<file path="src/rtl/sha1_pkg.sv">
// sha1_pkg: shared SHA-1 types, constants and round helpers
package sha1_pkg;
  typedef logic [31:0] word_t;
  typedef enum logic [1:0] {IDLE, ROUNDS, FINAL} sha1_state_t;
  localparam word_t H0_INIT [0:4] = '{32'h67452301, 32'hEFCDAB89, 32'h98BADCFE, 32'h10325476, 32'hC3D2E1F0};
  localparam word_t K_00_19 = 32'h5A827999;
  localparam word_t K_20_39 = 32'h6ED9EBA1;
  localparam word_t K_40_59 = 32'h8F1BBCDC;
  localparam word_t K_60_79 = 32'hCA62C1D6;
  function automatic word_t rotl(input word_t x, input int unsigned n);
    return (x << n) | (x >> (32 - n));
  endfunction
  function automatic word_t f_ch(input word_t b, input word_t c, input word_t d);
    return (b & c) | (~b & d);
  endfunction
  function automatic word_t f_par(input word_t b, input word_t c, input word_t d);
    return b ^ c ^ d;
  endfunction
  function automatic word_t f_maj(input word_t b, input word_t c, input word_t d);
    return (b & c) | (b & d) | (c & d);
  endfunction
  function automatic word_t sel_k(input logic [6:0] t);
    return t < 7'd20 ? K_00_19 : t < 7'd40 ? K_20_39 : t < 7'd60 ? K_40_59 : K_60_79;
  endfunction
  function automatic word_t sel_f(input logic [6:0] t, input word_t b, input word_t c, input word_t d);
    return t < 7'd20 ? f_ch(b, c, d) : (t < 7'd40 || t >= 7'd60) ? f_par(b, c, d) : f_maj(b, c, d);
  endfunction
  function automatic logic [159:0] sha1_round(input logic [6:0] t, input logic [159:0] s, input word_t w);
    word_t a, b, c, d, e, tmp;
    {a, b, c, d, e} = s;
    tmp = rotl(a, 5) + sel_f(t, b, c, d) + e + sel_k(t) + w;
    return {tmp, a, rotl(b, 30), c, d};
  endfunction
endpackage

</file>
<file path="src/rtl/sha1_w_mem.sv">
// sha1_w_mem: 16-word on-the-fly message schedule window (SHA1_CORE_UNROLL2_EN advances two words)
module sha1_w_mem import sha1_pkg::*; (
  input  logic         clk,
  input  logic         rst,
  input  logic         load,
  input  logic         adv,
  input  logic [511:0] block,
  output word_t        w0
`ifdef SHA1_CORE_UNROLL2_EN
  , output word_t      w1
`endif
);
  word_t w [0:15];
  // w[0] always holds W[t]; new words are appended at the tail as the head retires
  always_ff @(posedge clk) begin
    if (rst) begin
      for (int i = 0; i < 16; i++) w[i] <= '0;
    end else if (load) begin
      for (int i = 0; i < 16; i++) w[i] <= block[511-32*i -: 32];
    end else if (adv) begin
`ifdef SHA1_CORE_UNROLL2_EN
      for (int i = 0; i < 14; i++) w[i] <= w[i+2];
      w[14] <= rotl(w[13] ^ w[8] ^ w[2] ^ w[0], 1);
      w[15] <= rotl(w[14] ^ w[9] ^ w[3] ^ w[1], 1);
`else
      for (int i = 0; i < 15; i++) w[i] <= w[i+1];
      w[15] <= rotl(w[13] ^ w[8] ^ w[2] ^ w[0], 1);
`endif
    end
  end
  assign w0 = w[0];
`ifdef SHA1_CORE_UNROLL2_EN
  assign w1 = w[1];
`endif
endmodule

</file>
<file path="src/rtl/sha1_core.sv">
// sha1_core: iterative SHA-1 block compression (SHA1_CORE_UNROLL2_EN: two rounds per clock)
module sha1_core import sha1_pkg::*; (
  input  logic         clk,
  input  logic         rst,
  input  logic         init_i,
  input  logic         next_i,
  input  logic [511:0] block_i,
  output logic         ready_o,
  output logic [159:0] digest_o,
  output logic         digest_valid_o
);
`ifdef SHA1_CORE_UNROLL2_EN
  localparam logic [6:0] T_STEP = 7'd2;
  localparam logic [6:0] T_LAST = 7'd78;
`else
  localparam logic [6:0] T_STEP = 7'd1;
  localparam logic [6:0] T_LAST = 7'd79;
`endif
  localparam logic [159:0] H0_VEC = {H0_INIT[0], H0_INIT[1], H0_INIT[2], H0_INIT[3], H0_INIT[4]};
  sha1_state_t state, state_n;
  logic [6:0] t;
  logic [159:0] v, hb, dig, sum, rnd;
  logic ready, dvalid, accept;
  word_t w0;
`ifdef SHA1_CORE_UNROLL2_EN
  word_t w1;
  sha1_w_mem u_w (.clk(clk), .rst(rst), .load(accept), .adv(state == ROUNDS), .block(block_i), .w0(w0), .w1(w1));
  assign rnd = sha1_round(t + 7'd1, sha1_round(t, v, w0), w1);
`else
  sha1_w_mem u_w (.clk(clk), .rst(rst), .load(accept), .adv(state == ROUNDS), .block(block_i), .w0(w0));
  assign rnd = sha1_round(t, v, w0);
`endif
  assign accept = ready & (init_i | next_i);
  for (genvar g = 0; g < 5; g++) begin : g_sum
    assign sum[32*g +: 32] = hb[32*g +: 32] + v[32*g +: 32];
  end
  // next-state: accept leaves IDLE, last round enters FINAL, FINAL returns to IDLE
  always_comb begin
    state_n = state == IDLE ? (accept ? ROUNDS : IDLE) : state == ROUNDS ? (t == T_LAST ? FINAL : ROUNDS) : IDLE;
  end
  // state register; ready mirrors the IDLE state one cycle ahead
  always_ff @(posedge clk) begin
    state <= rst ? IDLE : state_n;
    ready <= rst | (state_n == IDLE);
  end
  // working registers, chaining base and digest update
  always_ff @(posedge clk) begin
    if (rst) begin
      v <= '0;
      hb <= '0;
      dig <= '0;
      t <= '0;
      dvalid <= 1'b0;
    end else if (accept) begin
      v <= init_i ? H0_VEC : dig;
      hb <= init_i ? H0_VEC : dig;
      t <= '0;
      dvalid <= 1'b0;
    end else if (state == ROUNDS) begin
      v <= rnd;
      t <= t + T_STEP;
    end else if (state == FINAL) begin
      dig <= sum;
      dvalid <= 1'b1;
    end
  end
  assign ready_o = ready;
  assign digest_o = dig;
  assign digest_valid_o = dvalid;
endmodule

</file>
<file path="config.mk">
export PLATFORM = sky130hd
export DESIGN_NAME = sha1_core
export DESIGN_NICKNAME = d
export VERILOG_FILES = /design/src/rtl/sha1_pkg.sv /design/src/rtl/sha1_w_mem.sv /design/src/rtl/sha1_core.sv
export SDC_FILE = /design/constraint.sdc
export NUM_CORES = 2
export LEC_CHECK = 0
export CORE_ASPECT_RATIO = 1.1
export CORE_MARGIN = 5
export CORE_UTILIZATION = 56
export CTS_CLUSTER_DIAMETER = 50
export DETAILED_ROUTE_END_ITERATION = 16
export PLACE_DENSITY = 0.92
export SYNTH_ARGS = -nofsm -noshare
export SYNTH_HDL_FRONTEND = slang
export SYNTH_SLANG_ARGS = --single-unit
</file>
<file path="constraint.sdc">
create_clock -name clk -period 10 [get_ports clk]
set_clock_uncertainty 0.2 [all_clocks]
set_input_delay 2 -clock clk [delete_from_list [all_inputs] [get_ports clk]]
set_output_delay 2 -clock clk [all_outputs]
set_load 0.1 [all_outputs]
</file>
==> impl_metrics.toml <==
[worst_setup_path]
rrSetupSlack_ps = 3080
path_class = "reg -> reg"
critPathLaunchType = "flip-flop"
cp_slowest_stage_delay_ps = 850
critPathBufInv = 3
cp.required_ps = 10350
crit_top_cell = "fa_1"
path_max_fanout = 23
critPathSlowestCell = "inv_1"
worst_path_dominant_cell_family = "compound AO/OA/AOI/OAI gates"
path_cells = "a41oi_1 > nand2_1 > inv_1 > a221oi_1 > fa_1 > fa_1 > fa_1 > inv_1 > ha_1 > inv_1 > fa_1 > nor2b_1 > o31a_1 > o221a_2 > a21oi_1 > o31a_2 > o211ai_1 > a31oi_1 > xnor2_1 > o22ai_1"
endpoint_kind = "flip-flop"
worstPathArrival_ps = 7270

[die]
design.die.area_um2 = 100000
core_um2 = 93800
start_util_pct = 56.2
core.rowCount = 118
die_w_um = 303
die_y_um = 332
num_io_pins = 678

[placed_design]
hpwl_um = 148000
gp_congestion = 1.01
portBuffers = 677

[drt]
drtPass1Iterations = 9
drtIter0Drc = 6727
via_count = 47200
route.detailed.drc = 0
wirelength_um = 203000
routedWlPerCell_um = 27.3
antenna_left = 0
detail_route.vias_per_cell = 6.34

[timing]
fin_crit_ps = 6920
slew_viol_final = 0
hold_violations = 0
fin_crit_sh_pct = 69.2
rsz0062_at_grt = "no"
slew_headroom_pct = 15.9
setup_viol = 0
worst_pin_slew_ps = 1260
tns_ps = 0
fmax_mhz = 144

[cts]
worst_skew_pair.late_latency_ps = 710
cts_hold_buf = 0
post_cts_resized = 0
cts_buffers = 114
cts-root-buf = "clkbuf_16"
tritoncts = "yes"
numClockSinks = 1003
htreeDepth = 3
cts.reportedPaths.clkPinSlew_ps = 60
cts.path.max_buffers = 3
cts_setup_buffers = 0

[finish]
finalCoreUtilization_pct = 68.5
nNetsFinal = 6884
area_delta_synth_final_pct = 21.9
layout-drive-gt1-share_pct = 4.65

[global_route]
antenna_found_initial = 40
grt_pass1_wl_um = 293000
grt_max_degree = 197
grtUsageTotal_pct = 38.9
gr-total-overflow = 0
grt_pass1_vias = 45600

[pwr]
ir_drop_mv = 0.163
power_density_nw_per_um2 = 185
leakagePower_uw = 0.0259

[synthesis]
syn_avg_cell_area_um2 = 9.50
synthAdderAreaFrac_pct = 9.35
yosysWarnings = 0
ys.flop_type = "edfxtp_1"
syn_inst = 5547
synth_compound_area_share_pct = 18.8
synth-edff-count = 512
ys_async_sr_fraction_pct = 0
synth_top_family_by_area = "compound AO/OA/AOI/OAI gates"
synth_xor_area_share_pct = 4.12
ys_seq_elements = 1003
syn_area_um2 = 52700
seq_area_frac_synth_pct = 47.8
yosys.area_share.simple_pct = 14.5
synth_nets = 6382
synth_cell_type_count = 94
synth_mux_area_share_pct = 0.878

[hold_path]
min_path_type = "reg -> reg"

[outcome]
status = "complete, no violations"

[job]
drv_cap = 0
-- cell type report --
type,count,area [um2]
Sequential cell,1003,25200
Multi-Input combinational cell,3914,25200
Fill cell,6856,29500
Timing Repair Buffer,717,7170
Antenna cell,34,85.1
Tap cell,1260,1580
Clock buffer,142,3100
Clock inverter,69,766
Inverter,299,1140
-- flip-flops by register name, summed over array words and instances (netlist names) --
name,cells
hb,160
state,2
ready_o,1
digest_valid_o,1
v,160
digest_o,160
t,7
u_w.w,512
-- worst register-to-register path, delay by kind of cell, from the launching register on --
kind,cells,cell delay (ps)
AND/OR/NAND/NOR,2,700
buffers and inverters,3,1000
AO/OA/AOI/OAI,9,2220
flip-flops,1,380
XOR/XNOR,1,160
adder cells (fa/ha/maj),5,2110
-- cells in the mapped netlist (all sizes together) (58+ instances only) --
library cell / count / area, um2
a211oi: 68 / 515
ha: 194 / 2430
xor2: 128 / 1120
nand2: 1064 / 3990
inv: 299 / 1120
a22o: 255 / 2230
o21ai: 180 / 923
nor3: 69 / 355
clkbuf: 299 / 1120
dfxtp: 491 / 9830
a21o: 58 / 435
fa: 125 / 2500
a21oi: 550 / 2780
a31oi: 63 / 415
xnor2: 120 / 1050
nor2: 404 / 1520
edfxtp: 512 / 15400
nand3: 108 / 546
o21bai: 59 / 443
-- cell families after synthesis --
logic type	count (synthesis)
buf+inv	630
xor+xnor	248
flops	1003
fa+ha+maj	319
mux	46
simple gates	1825
compound gates	1476
-- layer usage --
layer / vias up / share of wire, % / global-route usage (%)
li1: 20600 / - / -
met1: 22400 / 32 / 45.3
met2: 3398 / 46 / 61.4
met3: 835 / 12 / 8.92
met4: 10 / 10 / 31.2
met5: - / 0.038 / 0
-- power by group --
group	internal, uW	total (uW)	switching (uW)
sequential	4710	5060	356
combinational	985	2500	1510
clock	2500	4350	1840
-- stage by stage --
step | power, uW | instance area (um2) | instances | hold WS [ps] | setup WS (ps)
after floorplan | 6580 | 52700 | 5547 | 226 | 1130
after global placement | 7480 | 60300 | 7193 | 234 | 3510
after detailed placement | 7540 | 60300 | 7193 | 240 | 3230
after CTS | 11800 | 64200 | 7404 | 249 | 3210
after global routing | 12300 | 64200 | 7433 | 269 | 2820
final | 11900 | 64300 | 7438 | 249 | 3080
-- final timing paths --
| path | startpoint | endpoint | cells past startpoint |
|---|---|---|---|
| worst max-delay path | t[4] | v[159] | 20 |
| worst min-delay path | hb[19] | hb[19] | 2 |
| worst max register to register | t[4] | v[159] | 20 |
| worst min register to register | hb[19] | hb[19] | 2 |
-- layout by cell type (no fill, tap or decap), types with 67 or more instances in the layout --
| cell | instances |
|---|---|
| dfxtp_1 | 491 |
| inv_1 | 297 |
| fa_1 | 125 |
| a211oi_1 | 67 |
| clkbuf_16 | 115 |
| a21oi_1 | 543 |
| nand3_1 | 107 |
| clkdlybuf4s50_1 | 676 |
| o21ai_0 | 166 |
| edfxtp_1 | 512 |
| ha_1 | 194 |
| a22o_1 | 255 |
| nor2_1 | 398 |
| xnor2_1 | 120 |
| nand2_1 | 1062 |
| xor2_1 | 128 |
Note: power is estimated with default switching activity, not from simulation.
